File: config.mk
export PLATFORM = sky130hd
export DESIGN_NAME = imem_loader
export DESIGN_NICKNAME = d
export VERILOG_FILES = /design/src/rtl/imem_loader_pkg.sv /design/src/rtl/byte_packer.sv /design/src/rtl/imem_loader.sv
export SDC_FILE = /design/constraint.sdc
export NUM_CORES = 1
export LEC_CHECK = 0
export ABC_AREA = 1
export CORE_MARGIN = 3
export CORE_UTILIZATION = 60
export DETAILED_ROUTE_END_ITERATION = 6
export GPL_ROUTABILITY_DRIVEN = 0
export GPL_TIMING_DRIVEN = 0
export PLACE_DENSITY = 0.87
export SLEW_MARGIN = 20
export SYNTH_ARGS = -nofsm -noshare
export SYNTH_HDL_FRONTEND = slang
export SYNTH_HIERARCHICAL = 1
export SYNTH_SLANG_ARGS = --single-unit
File: constraint.sdc
create_clock -name clk -period 6.5 [get_ports clk]
set_input_delay 1.95 -clock clk [delete_from_list [all_inputs] [get_ports clk]]
set_output_delay 1.95 -clock clk [all_outputs]
set_load 0.01 [all_outputs]
File: src/rtl/imem_loader_pkg.sv
// rtl/imem_loader_pkg.sv - shared state encoding and stream-format constants for the instruction memory loader
package imem_loader_pkg;

  typedef enum logic [2:0] {
    IDLE,
    HDR0,
    HDR1,
    DATA,
    WRITE,
    DONE,
    ERR
  } state_t;

  localparam int unsigned HDR_BYTES      = 2;
  localparam int unsigned WORD_BITS      = 32;
  localparam int unsigned BYTES_PER_WORD = WORD_BITS / 8;

  function automatic int unsigned bytes_per_word(input int unsigned n);
    return n / 8;
  endfunction

endpackage

File: src/rtl/byte_packer.sv
// rtl/byte_packer.sv - places stream bytes into little-endian lanes of a word register
module byte_packer
  import imem_loader_pkg::*;
#(
  parameter int unsigned N = 32
) (
  input  logic         clk,
  input  logic         rst,
  input  logic         clr_i,
  input  logic         load_i,
  input  logic [7:0]   byte_i,
  output logic [N-1:0] word_next_o,
  output logic         word_complete_o
);

  localparam int unsigned BPW = bytes_per_word(N);
  localparam int unsigned IW  = (BPW > 1) ? $clog2(BPW) : 1;
  localparam logic [IW-1:0] LAST = IW'(BPW - 1);

  logic [N-1:0]  word_q, word_d;
  logic [IW-1:0] idx_q, idx_d;

  always_comb begin
    word_d = word_q;
    idx_d  = idx_q;
    if (clr_i) begin
      idx_d = '0;
    end else if (load_i) begin
      for (int l = 0; l < BPW; l++) begin
        if (IW'(l) == idx_q) word_d[8*l +: 8] = byte_i;
      end
      idx_d = (idx_q == LAST) ? '0 : idx_q + 1'b1;
    end
  end

  always_ff @(posedge clk or posedge rst) begin
    if (rst) begin
      word_q <= '0;
      idx_q  <= '0;
    end else begin
      word_q <= word_d;
      idx_q  <= idx_d;
    end
  end

  // Next-word view lets the write port capture the final byte on the same edge.
  assign word_next_o     = word_d;
  assign word_complete_o = load_i && !clr_i && (idx_q == LAST);

endmodule

File: src/rtl/imem_loader.sv
// rtl/imem_loader.sv - loads a headered byte stream into instruction memory and holds the core until done
module imem_loader
  import imem_loader_pkg::*;
#(
  parameter int unsigned N     = 32,
  parameter int unsigned DEPTH = 256,
  parameter int unsigned AW    = 8
) (
  input  logic          clk,
  input  logic          rst,
  input  logic          start,
  input  logic [7:0]    byte_in,
  input  logic          byte_valid,
  output logic          byte_ready,
  output logic          imem_we,
  output logic [AW-1:0] imem_addr,
  output logic [N-1:0]  imem_wdata,
  output logic          core_hold,
  output logic          done,
  output logic          error
);

  state_t        state_q;
  logic [15:0]   count_q;
  logic [AW:0]   word_idx_q;
  logic          byte_ready_q, imem_we_q, core_hold_q, done_q, error_q;
  logic [AW-1:0] imem_addr_q;
  logic [N-1:0]  imem_wdata_q;

  logic          xfer;
  logic [15:0]   hdr_count;
  logic [15:0]   next_idx;
  logic [N-1:0]  word_next;
  logic          word_complete;

  assign xfer      = byte_valid && byte_ready_q;
  assign hdr_count = {byte_in, count_q[7:0]};
  assign next_idx  = 16'(word_idx_q) + 16'd1;

  byte_packer #(.N(N)) u_packer (
    .clk             (clk),
    .rst             (rst),
    .clr_i           (xfer && (state_q == HDR1)),
    .load_i          (xfer && (state_q == DATA)),
    .byte_i          (byte_in),
    .word_next_o     (word_next),
    .word_complete_o (word_complete)
  );

  always_ff @(posedge clk or posedge rst) begin
    if (rst) begin
      state_q      <= IDLE;
      count_q      <= '0;
      word_idx_q   <= '0;
      byte_ready_q <= 1'b0;
      imem_we_q    <= 1'b0;
      imem_addr_q  <= '0;
      imem_wdata_q <= '0;
      core_hold_q  <= 1'b1;
      done_q       <= 1'b0;
      error_q      <= 1'b0;
    end else begin
      imem_we_q <= 1'b0;
      case (state_q)
        IDLE: if (start) begin
          state_q      <= HDR0;
          byte_ready_q <= 1'b1;
        end
        HDR0: if (xfer) begin
          count_q[7:0] <= byte_in;
          state_q      <= HDR1;
        end
        HDR1: if (xfer) begin
          count_q[15:8] <= byte_in;
          if (hdr_count == 16'd0) begin
            state_q      <= DONE;
            byte_ready_q <= 1'b0;
            done_q       <= 1'b1;
            core_hold_q  <= 1'b0;
          end else if (hdr_count > 16'(DEPTH)) begin
            state_q      <= ERR;
            byte_ready_q <= 1'b0;
            error_q      <= 1'b1;
          end else begin
            state_q    <= DATA;
            word_idx_q <= '0;
          end
        end
        DATA: if (word_complete) begin
          state_q      <= WRITE;
          byte_ready_q <= 1'b0;
          imem_we_q    <= 1'b1;
          imem_addr_q  <= word_idx_q[AW-1:0];
          imem_wdata_q <= word_next;
        end
        WRITE: begin
          word_idx_q <= next_idx[AW:0];
          if (next_idx == count_q) begin
            state_q     <= DONE;
            done_q      <= 1'b1;
            core_hold_q <= 1'b0;
          end else begin
            state_q      <= DATA;
            byte_ready_q <= 1'b1;
          end
        end
        DONE, ERR: if (start) begin
          state_q      <= HDR0;
          byte_ready_q <= 1'b1;
          core_hold_q  <= 1'b1;
          done_q       <= 1'b0;
          error_q      <= 1'b0;
        end
        default: state_q <= IDLE;
      endcase
    end
  end

  assign byte_ready = byte_ready_q;
  assign imem_we    = imem_we_q;
  assign imem_addr  = imem_addr_q;
  assign imem_wdata = imem_wdata_q;
  assign core_hold  = core_hold_q;
  assign done       = done_q;
  assign error      = error_q;

endmodule
==> results.cfg <==
[synth]
synth_area_leaders = dfrtp_1 (53%), nand2_1 (20%), nand4_1 (4.6%), inv_1 (3.1%), o21ai_0 (2.7%)
avgSynthCellArea_um2 = 8.33
synth_nets = 620
synth_simple_gate_area_share_pct = 33.5
ys_warn_count = 6
synth_top_family_by_area = simple AND/OR/NAND/NOR gates
synth_compound_area_share_pct = 4.51
yosys.area_share.xor_xnor_pct = 0.349
syn_inst = 603
synth_common_cells = nand2_1 (264), dfrtp_1 (106), inv_1 (42), nand4_1 (37)
synth_adder_area_share_pct = 1.25
synth_cell_types = 33
synth_area_um2 = 5020
synthArstFlopShare_pct = 100
synthMuxAreaShare_pct = 0
synth_top_area_share_pct = 52.8
yosysMostFrequentCell = nand2_1
yosys.area.top_type = dfrtp_1
yosys_register_bits = 107
synth_ff_type = dfrtp_1
synth_edf_count = 0
ys_seq_area_share_pct = 53.3

[sta]
post-route-min-period_ps = 3930
fin_crit_sh_pct = 60.5
setup_slack_ps = 2570
setup_violations = 0
fmax_ghz = 0.254
tns_ps = 0
rsz0062_at_grt = false
relSlewSlack_pct = 53.3
slew_violations = 0
hold_viol_final = 0
whs_ps = 468
fin_skew_ps = 12.0
worstMarginPinSlew_ps = 699

[global_routing]
busiest_layer = met2
gr-usage-met1_pct = 32.0
grt_pass1_wl_mm = 20.3
grt_pass1_vias = 4532
antenna_found_initial = 0
grt.met2_usage_pct = 44.1
overflow = 0
grt_use_total_pct = 25.8
grt_max_degree = 47
use_met3_pct = 3.09

[worst_setup_path]
required_ps = 6760
reg2regPathDepth = 14
rr_endpoint = imem_wdata[20]
worst_setup_path_start_kind = input pin
regToRegStartpoint = state_q[0]
r2r_setup_slack_ps = 3880
crit_type = input pin to register
worstPathArrival_ps = 4200
cp-end-kind = register
cp_max_fo = 10

[power_and_ir_drop]
power_mw = 2.01
power_density_nw_per_um2 = 338
vdd_drop_max_mv = 0.167
leakagePower_nw = 3.09

[floorplanning]
ioPinCount = 57
die_area_um2 = 9510
rows = 32
coreArea_um2 = 7930
die_x_um = 97.5
die_y_um = 97.5
start_util_pct = 63.4

[clock_tree]
cts-root-buf = clkbuf_8
cts_setup_buffers = 0
holdBufCountCts = 0
cts.repair.resized = 0
ctsLongestPathBuffers = 2
cts_buffers = 9
htree_levels = 3
clock_sinks = 107
cts.reportedPaths.clkPinSlew_ps = 100
cts_tree = built
clkLatencyLatePin_ps = 370

[drt]
dr.pass1.iters = 5
vias = 4325
drt_iter0_drc = 318
post-route-drc-count = 0
drtAntennaViolNets = 0
routedWlPerCell_um = 14.8
wirelength_mm = 11.5
vias_per_cell = 5.56

[placement]
portBuffers = 56
dp_worst_setup_slack_ps = 2200
dp.final_hpwl_mm = 8.52
placed_cell_area_um2 = 5740

[final_layout]
drive_gt1_share_pct = 10.5
fin_area_um2 = 5940
seq_area_um2 = 2680
multi_input_area_um2 = 1990
num_antenna_cells = 0
fill_cells = 567
area_growth_pct = 18.2
num-nets-final = 688

[worst_hold_path]
worstHoldEndpoint = core_hold
worstHoldPathCells = 2
hold_start = core_hold
hold_path.class = register to register

[flow_run]
maxCapViolCount = 0

[run_status]
status = completed
==> cell families (layout without fill, tap and decap cells) <==
group,count (synthesis),count (layout)
compound gates,43,43
buf+inv,72,145
fa+ha+maj,5,5
flops,107,107
simple gates,374,374
xor+xnor,2,2
==> flip-flops by register name, summed over array words and instances (netlist names), 2 cells and up <==
name / count
state_q: 3
count_q: 16
word_idx_q: 9
u_packer/idx_q: 2
imem_wdata: 32
imem_addr: 8
u_packer/word_q: 32
==> critical path, cell delays in order <==
cell	delay, ps
clkdlybuf4s50_1	450
nand2_1	100
nor2_1	250
buf_6	240
nand3_4	160
inv_2	90
inv_1	70
nor2_4	260
inv_2	60
buf_2	210
buf_2	210
nand2_1	80
nand2_1	60
==> where the power goes <==
part / total [mW] / switching (mW) / internal (mW)
clock: 0.423 / 0.238 / 0.185
combinational: 0.660 / 0.425 / 0.235
sequential: 0.928 / 0.111 / 0.817
==> worst max path at each step <==
| stage | from | endpoint | slack, ps | cells after the start |
|---|---|---|---|---|
| after floorplan | rst | byte_ready | 2700 | 1 |
| after global placement | rst | error | 1580 | 2 |
| after detailed placement | byte_valid | imem_wdata[11] | 2200 | 13 |
| after CTS | byte_valid | imem_wdata[11] | 2580 | 13 |
| after global routing | byte_valid | imem_wdata[15] | 2400 | 13 |
| final | byte_valid | imem_wdata[20] | 2570 | 13 |
==> metal layers <==
metal	wire, µm	vias to the layer above
li1	-	2058
met4	459	0
met1	4600	2032
met5	0	-
met3	708	40
met2	5750	195
==> cells in the final DEF (no fill, tap or decap), types with 3 or more instances in the layout <==
cell and count:
o21ai_0 27, buf_12 4, nand3_4 3, buf_2 10
o22ai_1 4, nor2_2 7, nand3_1 20, o21ai_1 8
inv_1 40, clkbuf_1 3, nand4_1 37, nand3_2 6
nand2_1 264, inv_2 8, clkdlybuf4s50_1 56, dfrtp_1 106
inv_6 3, nor2_1 27, clkbuf_8 9, buf_4 4
ha_1 5
==> area by class of cell <==
type                    instances  area share, %
plain buffers                  21           2.74
multi-input cells             424           33.5
repair buffers                 57           9.77
flip-flops and latches        107           45.1
inverters                      51           3.31
well taps                     102           2.15
clock buffers                   9           2.09
clock inverters                 7           1.37
==> through the flow <==
stage / std cells / utilization [%]
after detailed placement: 762 / 72.3
after global placement: 761 / 72.1
after CTS: 778 / 74.9
final: 778 / 74.9
after floorplan: 603 / -
after global routing: 778 / 74.9
No activity file was read; power rests on OpenSTA's default activity.
